File: src/rtl/lzx_vote_panel_if.sv
// lzx_vote_panel_if -- bundle of the vote panel's control and result signals.
//   start       : request to open a vote window
//   vote_valid  : per-judge vote strobe (N_JUDGE bits)
//   vote_val    : per-judge vote value, 1 = yes (N_JUDGE bits)
//   busy        : window open or result being issued
//   done        : single-cycle result strobe
//   pass        : decision of the last completed window
//   yes_cnt     : yes votes captured (CW bits)
//   no_cnt      : no votes captured (CW bits)
//   voted       : per-judge capture mask (N_JUDGE bits)
// master = the side that requests votes, slave = the panel itself.
interface lzx_vote_panel_if #(
  parameter int N_JUDGE = 5
);
  localparam int CW = $clog2(N_JUDGE + 1);

  logic               start;
  logic [N_JUDGE-1:0] vote_valid;
  logic [N_JUDGE-1:0] vote_val;
  logic               busy;
  logic               done;
  logic               pass;
  logic [CW-1:0]      yes_cnt;
  logic [CW-1:0]      no_cnt;
  logic [N_JUDGE-1:0] voted;

  modport master (
    output start, vote_valid, vote_val,
    input  busy, done, pass, yes_cnt, no_cnt, voted
  );

  modport slave (
    input  start, vote_valid, vote_val,
    output busy, done, pass, yes_cnt, no_cnt, voted
  );
endinterface

File: src/rtl/lzx_vote_panel.sv
// lzx_vote_panel -- collects one vote per judge inside a bounded window and
// issues a pass/fail decision.
//   clk  : sole clock, rising edge
//   rst  : synchronous active-high reset
//   bus  : lzx_vote_panel_if.slave (start/vote inputs, registered results)
// FSM IDLE -> COLLECT -> RESULT -> IDLE. A window lasts until every judge has
// voted or TIMEOUT_CYC collect cycles have elapsed; silent judges abstain.
module lzx_vote_panel #(
  parameter int N_JUDGE     = 5,
  parameter int TIMEOUT_CYC = 8,
  parameter int PASS_MODE   = 0
) (
  input  logic              clk,
  input  logic              rst,
  lzx_vote_panel_if.slave   bus
);
  localparam int CW = $clog2(N_JUDGE + 1);
  localparam logic [15:0]   LAST_TICK = 16'(TIMEOUT_CYC - 1);
  localparam logic [CW-1:0] HALF_CNT  = CW'(N_JUDGE / 2);
  localparam logic [CW-1:0] ALL_CNT   = CW'(N_JUDGE);

  typedef enum logic [1:0] {
    IDLE    = 2'd0,
    COLLECT = 2'd1,
    RESULT  = 2'd2
  } state_t;

  // Number of set bits in a judge mask.
  function automatic logic [CW-1:0] popcount(input logic [N_JUDGE-1:0] v);
    logic [CW-1:0] cnt;
    cnt = '0;
    for (int i = 0; i < N_JUDGE; i++) begin
      cnt = cnt + CW'(v[i]);
    end
    return cnt;
  endfunction

  state_t             state_r, state_s;
  logic [15:0]        timer_r, timer_s;
  logic [N_JUDGE-1:0] voted_r, voted_s;
  logic [CW-1:0]      yes_r, yes_s;
  logic [CW-1:0]      no_r, no_s;
  logic               pass_r, pass_s;
  logic               done_r, done_s;
  logic               busy_r, busy_s;

  // Only first-time votes count; later strobes from a voted judge are dropped.
  logic [N_JUDGE-1:0] fresh_s;
  assign fresh_s = bus.vote_valid & ~voted_r;

  // State and registered outputs; reset overrides every other input.
  always_ff @(posedge clk) begin
    if (rst) begin
      state_r <= IDLE;
      timer_r <= 16'd0;
      voted_r <= '0;
      yes_r   <= '0;
      no_r    <= '0;
      pass_r  <= 1'b0;
      done_r  <= 1'b0;
      busy_r  <= 1'b0;
    end else begin
      state_r <= state_s;
      timer_r <= timer_s;
      voted_r <= voted_s;
      yes_r   <= yes_s;
      no_r    <= no_s;
      pass_r  <= pass_s;
      done_r  <= done_s;
      busy_r  <= busy_s;
    end
  end

  // Next-state and next-output logic.
  always_comb begin
    state_s = state_r;
    timer_s = timer_r;
    voted_s = voted_r;
    yes_s   = yes_r;
    no_s    = no_r;
    pass_s  = pass_r;
    done_s  = 1'b0;
    busy_s  = busy_r;
    case (state_r)
      IDLE: begin
        if (bus.start) begin
          state_s = COLLECT;
          timer_s = 16'd0;
          voted_s = '0;
          yes_s   = '0;
          no_s    = '0;
          busy_s  = 1'b1;
        end else begin
          busy_s  = 1'b0;
        end
      end
      COLLECT: begin
        voted_s = voted_r | fresh_s;
        yes_s   = yes_r + popcount(fresh_s & bus.vote_val);
        no_s    = no_r + popcount(fresh_s & ~bus.vote_val);
        timer_s = timer_r + 16'd1;
        busy_s  = 1'b1;
        // Votes landing on the closing edge are already folded into the counts.
        if ((&voted_s) || (timer_r == LAST_TICK)) begin
          state_s = RESULT;
          done_s  = 1'b1;
          if (PASS_MODE == 1) begin
            pass_s = (yes_s == ALL_CNT);
          end else begin
            pass_s = (yes_s > HALF_CNT);
          end
        end else begin
          state_s = COLLECT;
        end
      end
      RESULT: begin
        state_s = IDLE;
        busy_s  = 1'b0;
      end
      default: begin
        state_s = IDLE;
        busy_s  = 1'b0;
      end
    endcase
  end

  assign bus.busy    = busy_r;
  assign bus.done    = done_r;
  assign bus.pass    = pass_r;
  assign bus.yes_cnt = yes_r;
  assign bus.no_cnt  = no_r;
  assign bus.voted   = voted_r;
endmodule

File: src/flat_wrapper.sv
// flat-port wrapper written by rule: the top's interface ports become plain ports
module lzx_vote_panel_flat 
#(
  parameter int N_JUDGE     = 5,
  parameter int TIMEOUT_CYC = 8,
  parameter int PASS_MODE   = 0
)
  (clk, rst, bus_start, bus_vote_valid, bus_vote_val, bus_busy, bus_done, bus_pass, bus_yes_cnt, bus_no_cnt, bus_voted);
  lzx_vote_panel_if #(.N_JUDGE(N_JUDGE)) bus_i ();
  input  logic clk;
  input  logic rst;
  input wire logic [$bits(bus_i.start)-1:0] bus_start;
  input wire logic [$bits(bus_i.vote_valid)-1:0] bus_vote_valid;
  input wire logic [$bits(bus_i.vote_val)-1:0] bus_vote_val;
  output wire logic [$bits(bus_i.busy)-1:0] bus_busy;
  output wire logic [$bits(bus_i.done)-1:0] bus_done;
  output wire logic [$bits(bus_i.pass)-1:0] bus_pass;
  output wire logic [$bits(bus_i.yes_cnt)-1:0] bus_yes_cnt;
  output wire logic [$bits(bus_i.no_cnt)-1:0] bus_no_cnt;
  output wire logic [$bits(bus_i.voted)-1:0] bus_voted;
  assign bus_i.start = bus_start;
  assign bus_i.vote_valid = bus_vote_valid;
  assign bus_i.vote_val = bus_vote_val;
  assign bus_busy = bus_i.busy;
  assign bus_done = bus_i.done;
  assign bus_pass = bus_i.pass;
  assign bus_yes_cnt = bus_i.yes_cnt;
  assign bus_no_cnt = bus_i.no_cnt;
  assign bus_voted = bus_i.voted;
  lzx_vote_panel #(.N_JUDGE(N_JUDGE), .TIMEOUT_CYC(TIMEOUT_CYC), .PASS_MODE(PASS_MODE)) u_core (.clk(clk), .rst(rst), .bus(bus_i));
endmodule
File: config.mk
export PLATFORM = sky130hd
export DESIGN_NAME = lzx_vote_panel_flat
export DESIGN_NICKNAME = d
export VERILOG_FILES = /design/src/rtl/lzx_vote_panel_if.sv /design/src/rtl/lzx_vote_panel.sv /design/src/flat_wrapper.sv
export SDC_FILE = /design/constraint.sdc
export NUM_CORES = 1
export LEC_CHECK = 0
export ABC_AREA = 1
export BUFFER_PORTS_ARGS = -buffer_cell sky130_fd_sc_hd__buf_2
export CELL_PAD_IN_SITES_DETAIL_PLACEMENT = 1
export CELL_PAD_IN_SITES_GLOBAL_PLACEMENT = 1
export CORE_UTILIZATION = 36
export CTS_CLUSTER_DIAMETER = 200
export DETAILED_ROUTE_END_ITERATION = 16
export GPL_TIMING_DRIVEN = 0
export PLACE_DENSITY_LB_ADDON = 0.1
export RECOVER_POWER = 50
export SYNTH_ARGS = -nofsm -noshare
export SYNTH_HDL_FRONTEND = slang
export SYNTH_SLANG_ARGS = --single-unit
File: constraint.sdc
create_clock -name clk -period 2.44 [get_ports clk]
set_input_delay 0.244 -clock clk [delete_from_list [all_inputs] [get_ports clk]]
set_output_delay 0.244 -clock clk [all_outputs]
set_load 0.01 [all_outputs]
==> After elaboration in Yosys (flattened, before gate mapping) <==
Index checks and enable logic that the tools add are counted.
{ "word_totals": {"ff_bits": 32, "elab_cells": 50} }
{ "op_classes": {"add_sub_neg": 11, "magnitude_cmp": 1, "eq_ne": 3, "mux": 13, "bitwise": 7, "n_reduce_logical": 7} }
{ "op_table": {"columns": ["cell", "n"], "rows": [
  ["$pmux 16 s2", 1],
  ["$add 3x1->3", 6],
  ["$add 16x1->16 const B", 1],
  ["$eq 16x3->1 const B", 1],
  ["$mux 16", 1],
  ["$and 5x5->5", 3],
  ["$pmux 3 s2", 2],
  ["$not 5->5", 2],
  ["$pmux 5 s2", 1],
  ["$add 3x3->3", 2],
  ["$mux 5", 1],
  ["$or 5x5->5", 1],
  ["$reduce_and 5->1", 1],
  ["$add 1x1->2", 2],
  ["$mux 2", 2],
  ["$pmux 2 s2", 1],
  ["$reduce_and 2->1", 2],
  ["$gt 3x2->1 const B", 1],
  ["$mux 3", 1],
  ["$eq 2x1->1 const B", 1],
  ["$logic_not 2->1", 1],
  ["$mux 1", 2],
  ["$ne 2x2->1 const B", 1],
  ["$pmux 1 s2", 1],
  ["4 further kinds", 4]
]} }

==> Logic depth before layout (Yosys ltp) <==
{ "depth": {"depth_word": 9, "ltp_mapped": 17, "mapped_depth_nobuf": 17} }

==> Worst setup path after synthesis <==
OpenSTA, ideal clock, no wires.
{ "synth_timing": {"kind": "register to register", "from": "reg u_core.voted_r[0], in the netlist u_core.bus.voted[0]", "to": "reg u_core.pass_r, in the netlist u_core.bus.pass", "setup_ps": 115, "t_arrival_ps": 2648, "required_time_ps": 2325, "slack_ps": -323, "stages_incl_launch_ff": 16, "n_path_buf": 0, "synth_period_minus_slack_ps": 2763, "path_cell_list": "dfxtp_1 -> inv_1 -> and3_1 -> ha_1 -> inv_1 -> fa_1 -> fa_1 -> fa_1 -> inv_1 -> nand2_1 -> nand3_1 -> nand2_1 -> nor2_1 -> nand3_1 -> nand2_1 -> nor2_1"} }
{ "synth_between": {"elab_chain_cells": 9, "elab_cells_between_ends": 13, "cone_classes": "5 x add/sub; 1 x order compare; 4 x bitwise; 3 x reduce/logical"} }
{ "synth_lines": {"columns": ["item", "line", "text"], "rows": [
  ["start: declaration", "lzx_vote_panel.sv:40", "logic [N_JUDGE-1:0] voted_r, voted_s;"],
  ["start signal: assignment", "lzx_vote_panel.sv:65", "voted_r <= voted_s;"],
  ["$not 5->5", "lzx_vote_panel.sv:49", "assign fresh_s = bus.vote_valid & ~voted_r;"],
  ["$and 5x5->5", "lzx_vote_panel.sv:49", null],
  ["$and 5x5->5", "lzx_vote_panel.sv:99", "yes_s = yes_r + popcount(fresh_s & bus.vote_val);"],
  ["$add 1x1->2", "lzx_vote_panel.sv:33", "cnt = cnt + CW'(v[i]);"],
  ["$add 3x1->3 (3 in a row)", "lzx_vote_panel.sv:33", null],
  ["$add 3x3->3", "lzx_vote_panel.sv:99", null],
  ["$gt 3x2->1", "lzx_vote_panel.sv:110", "pass_s = (yes_s > HALF_CNT);"],
  ["end signal: assignment", "lzx_vote_panel.sv:68", "pass_r <= pass_s;"],
  ["end: declaration", "lzx_vote_panel.sv:43", "logic pass_r, pass_s;"]
]} }
Several ways; a longest one is shown, not always the timed one.
A chain may end at the register's enable or synchronous reset.

==> Worst setup path in the final report <==
Same ends and word-level chain as after synthesis.

==> results.md <==
* Status: finished, violations left
* Failing checks: negative setup slack
* Max Cap Viol at 0
* Total power at between 1 and 1.5 mW
* Pre-CTS WS at -0.268 ns
* Pwr dens at about 530 nW/um^2
* Min setup slack post-route at -0.206 ns
* # rows at 25
* Worst setup EP type: register
* Ys Warns at 0
* Clock share of power at 0.358
* HP Class: in -> reg
* Reg clk slew, reported paths at 0.08 ns
* Pleak at just over 0.9 nW
* Internal reg-to-reg setup slack at -0.21 ns
* Io pins at 27
* Endpoint, Worst Hold: u_core.bus.voted[1]
* FFs w/ async S/R, synth at 0
* Tmin final at about 2.6 ns
* Fmax at around 380 MHz
* NumNets Final at 321
* Hpwl dp at between 3000 and 4000 um
* Post-synth EDFFs at 0
* Area grow syn2layout at 22.5%
* Reg-to-reg critical path startpoint: u_core.bus.voted[0]
* Top Layer Used: met4
* Final worst-path cycle share at 1.08
* Min-Delay Path Depth at 3
* Rel. slew slack at 0.499
* Drt drc at 0
* Routed WL at approximately 4600 um
* Largest net degree at the start of global routing at 13
* DIE WIDTH at approximately 74 um
* Top post-synthesis cells by area: dfxtp_1, nand2_1, nor2_1
* Die height at between 70 and 80 um
* Routed met3 length at between 100 and 150 um
* ANT cells at 0
* CTS tree: yes
* Slew @ Worst Pin at 0.752 ns
* Number of DRC markers in iteration 0 at 41
* Final core utilization at 0.469
* Max FO, Critical Path at 2
* DR vias at 1730
* Sequential element share of the synthesized area at 0.348
* Total iterations of the first detailed-routing run at 4
* Synth area leader: dfxtp_1
* Hold wc startpoint: bus_vote_valid[1]
* Initial antenna violation count at 0
* Worst Path Required at approximately 2.6 ns
* Syn Area/Cell at around 7.1 sq um
* Routed length on met1 at about 2100 um
* Top cell type's share of synthesized area at 0.348
* Met2 routed WL at roughly 2300 um
* Core area at 4820 sq um
* Pins Over Slew Limit at 0
* First-pass GRT wire length at 7650 um
* Synth cell types at 30
* Clock net sink count at 32
* Crit-path cells: inv_2 > and3_4 > ha_4 > inv_2 > fa_1 > fa_2 > fa_2 > inv_1 > nand2_2 > nand3_1 > nand2_1 > nor2_1 > nand3_1 > nand2_1 > nor2_1
* Number of clock buffers inserted by TritonCTS at 5
* Post-route ant nets at 0
* Switching share of total power at 0.308
* Sequential share of power at 0.460
* Crit path from: u_core.bus.voted[0]
* Internal Pwr Total at slightly above 0.8 mW
* Cell family with most CP delay: adder cells
* Syn Std Cell Area at 1840 sq um
* Final count of negative-setup-slack endpoints at 5
* Cell depth of the worst flop-to-flop path at 15
* Layout cell share with drive strength beyond 1 at 0.245
* #FFs+latches synth at 32
* CTS max path bufs at 2
* Vias in the first global route at 1662
* RR Endpoint: u_core.bus.pass
* Gr usage total at 0.189
* Hold_buf cts at 0
* CP max-delay cell: fa_1
* Avg WL per Cell at between 10 and 15 um
* Unrepaired setup endpoints after global routing: true
* Setup CP Type: reg -> reg
* Clock skew at between 0.01 and 0.015 ns
* Port-buffer cells at 26
* Root Driver: clkbuf_8
* Clock Latency Late Sink at 0.29 ns
* Combinational share of power at 0.182
* GR Overflow Total at 0
* Syn Inst Count at between 200 and 300
* Crit-path max cell delay at 0.48 ns
* GP Congestion at 0.703
* Setup TNS at -0.745 ns
* H-tree depth at 2
* Initial Util at 0.383
* CP arrival at around 2.8 ns
* Vias/cell at 4.74
* Psw at between 0.3 and 0.4 mW
* Worst path bufs/invs at 3
* Top FF cell, synth: dfxtp_1
* Hold Vio Cnt, Final at 0
* Die ar. at roughly 5400 sq um
* Critical Path Start Type: register
* Peak supply drop at 0.213 mV
* Syn nets at 283
state kept, by name, summed over array words and instances, names as in the netlist:
name / count
u_core.bus.no_cnt: 3
u_core.bus.yes_cnt: 3
u_core.bus.voted: 5
u_core.bus.done: 1
u_core.state_r: 2
u_core.timer_r: 16
u_core.bus.busy: 1
u_core.bus.pass: 1
power groups by stage:
| stage | registers, mW | clock network, mW | logic (mW) |
|---|---|---|---|
| 2_1_floorplan | 0.570 | 0 | 0.126 |
| 3_3_place_gp | 0.566 | 0 | 0.195 |
| 3_5_place_dp | 0.566 | 0 | 0.198 |
| 4_1_cts | 0.553 | 0.438 | 0.224 |
| 5_1_grt | 0.556 | 0.462 | 0.247 |
| 6_report | 0.553 | 0.430 | 0.219 |
layer usage:
metal | global-route usage | vias up
met3 | 0.0302 | 8
met5 | 0 | -
met1 | 0.231 | 797
met4 | 0.0641 | 0
li1 | - | 898
met2 | 0.336 | 27
what timing repair did:
action,in CTS,in global routing
setup buffers,4,1
resized for setup,20,2
pin swaps,12,4
setup endpoints to repair,5,5
synthesized netlist by cell type, types with 2 or more instances:
cell type  instances
nand3_2            2
ha_1               5
and3_1             2
buf_2              3
nor3_1             2
nor2_2             6
inv_1             34
a22oi_1            3
a21oi_1           19
a211oi_1           3
nand2_1           59
nor2_1            38
nand3b_1           3
nand2_2            2
o21ai_0            8
nand4_1            4
nand3_1           13
dfxtp_1           32
fa_1               6
or2_2              5
worst min-delay path, stage by stage:
cell and delay (ns):
buf_2 0.11, o21ai_0 0.07, a21oi_1 0.11
cell usage in the layout, fill, tap and decap left out, drive strengths merged:
cell type	instances
clkinvlp	1
buf	22
clkbuf	19
clkinv	2
nor3	2
ha	5
dfxtp	32
and3	2
nor2	45
nand4	4
inv	36
o22ai	1
a22oi	3
xor2	1
or2	5
fa	6
nand3	16
o21ai	9
a211oi	4
nand2	61
a21oi	19
nand3b	3
final cells by class:
cell class	instances	area [sq um]
Sequential cell	32	648
Clock inverter	3	22.5
Tap cell	67	83.8
Timing Repair Buffer	31	158
Clock buffer	5	68.8
Inverter	36	136
Multi-Input combinational cell	186	1120
Fill cell	658	2560
Buffer	5	25.0
worst max path at each step:
stage | endpoint | slack, ns | cells past startpoint
6_report | u_core.bus.pass | -0.21 | 15
5_1_grt | u_core.bus.pass | -0.36 | 15
4_1_cts | u_core.bus.pass | -0.22 | 15
3_5_place_dp | u_core.bus.pass | -0.27 | 16
3_3_place_gp | u_core.bus.pass | -0.26 | 15
2_1_floorplan | u_core.bus.pass | -0.09 | 15
logic make-up after synthesis:
logic type | Yosys count | share of synthesized area
compound gates | 36 | 0.114
fa+ha+maj | 11 | 0.0991
flops | 32 | 0.348
simple gates | 138 | 0.346
buf+inv | 41 | 0.0882
xor+xnor | 1 | 0.00475
through the flow:
| step | std cells | hold slack, ns | area (sq um) |
|---|---|---|---|
| 6_report | 365 | 0.275 | 2260 |
| 5_1_grt | 365 | 0.312 | 2260 |
| 4_1_cts | 364 | 0.273 | 2260 |
| 3_5_place_dp | 352 | 0.470 | 2070 |
| 3_3_place_gp | 352 | 0.471 | 2070 |
| 2_1_floorplan | 259 | 0.430 | 1860 |
(Power assumes the default switching activity.)
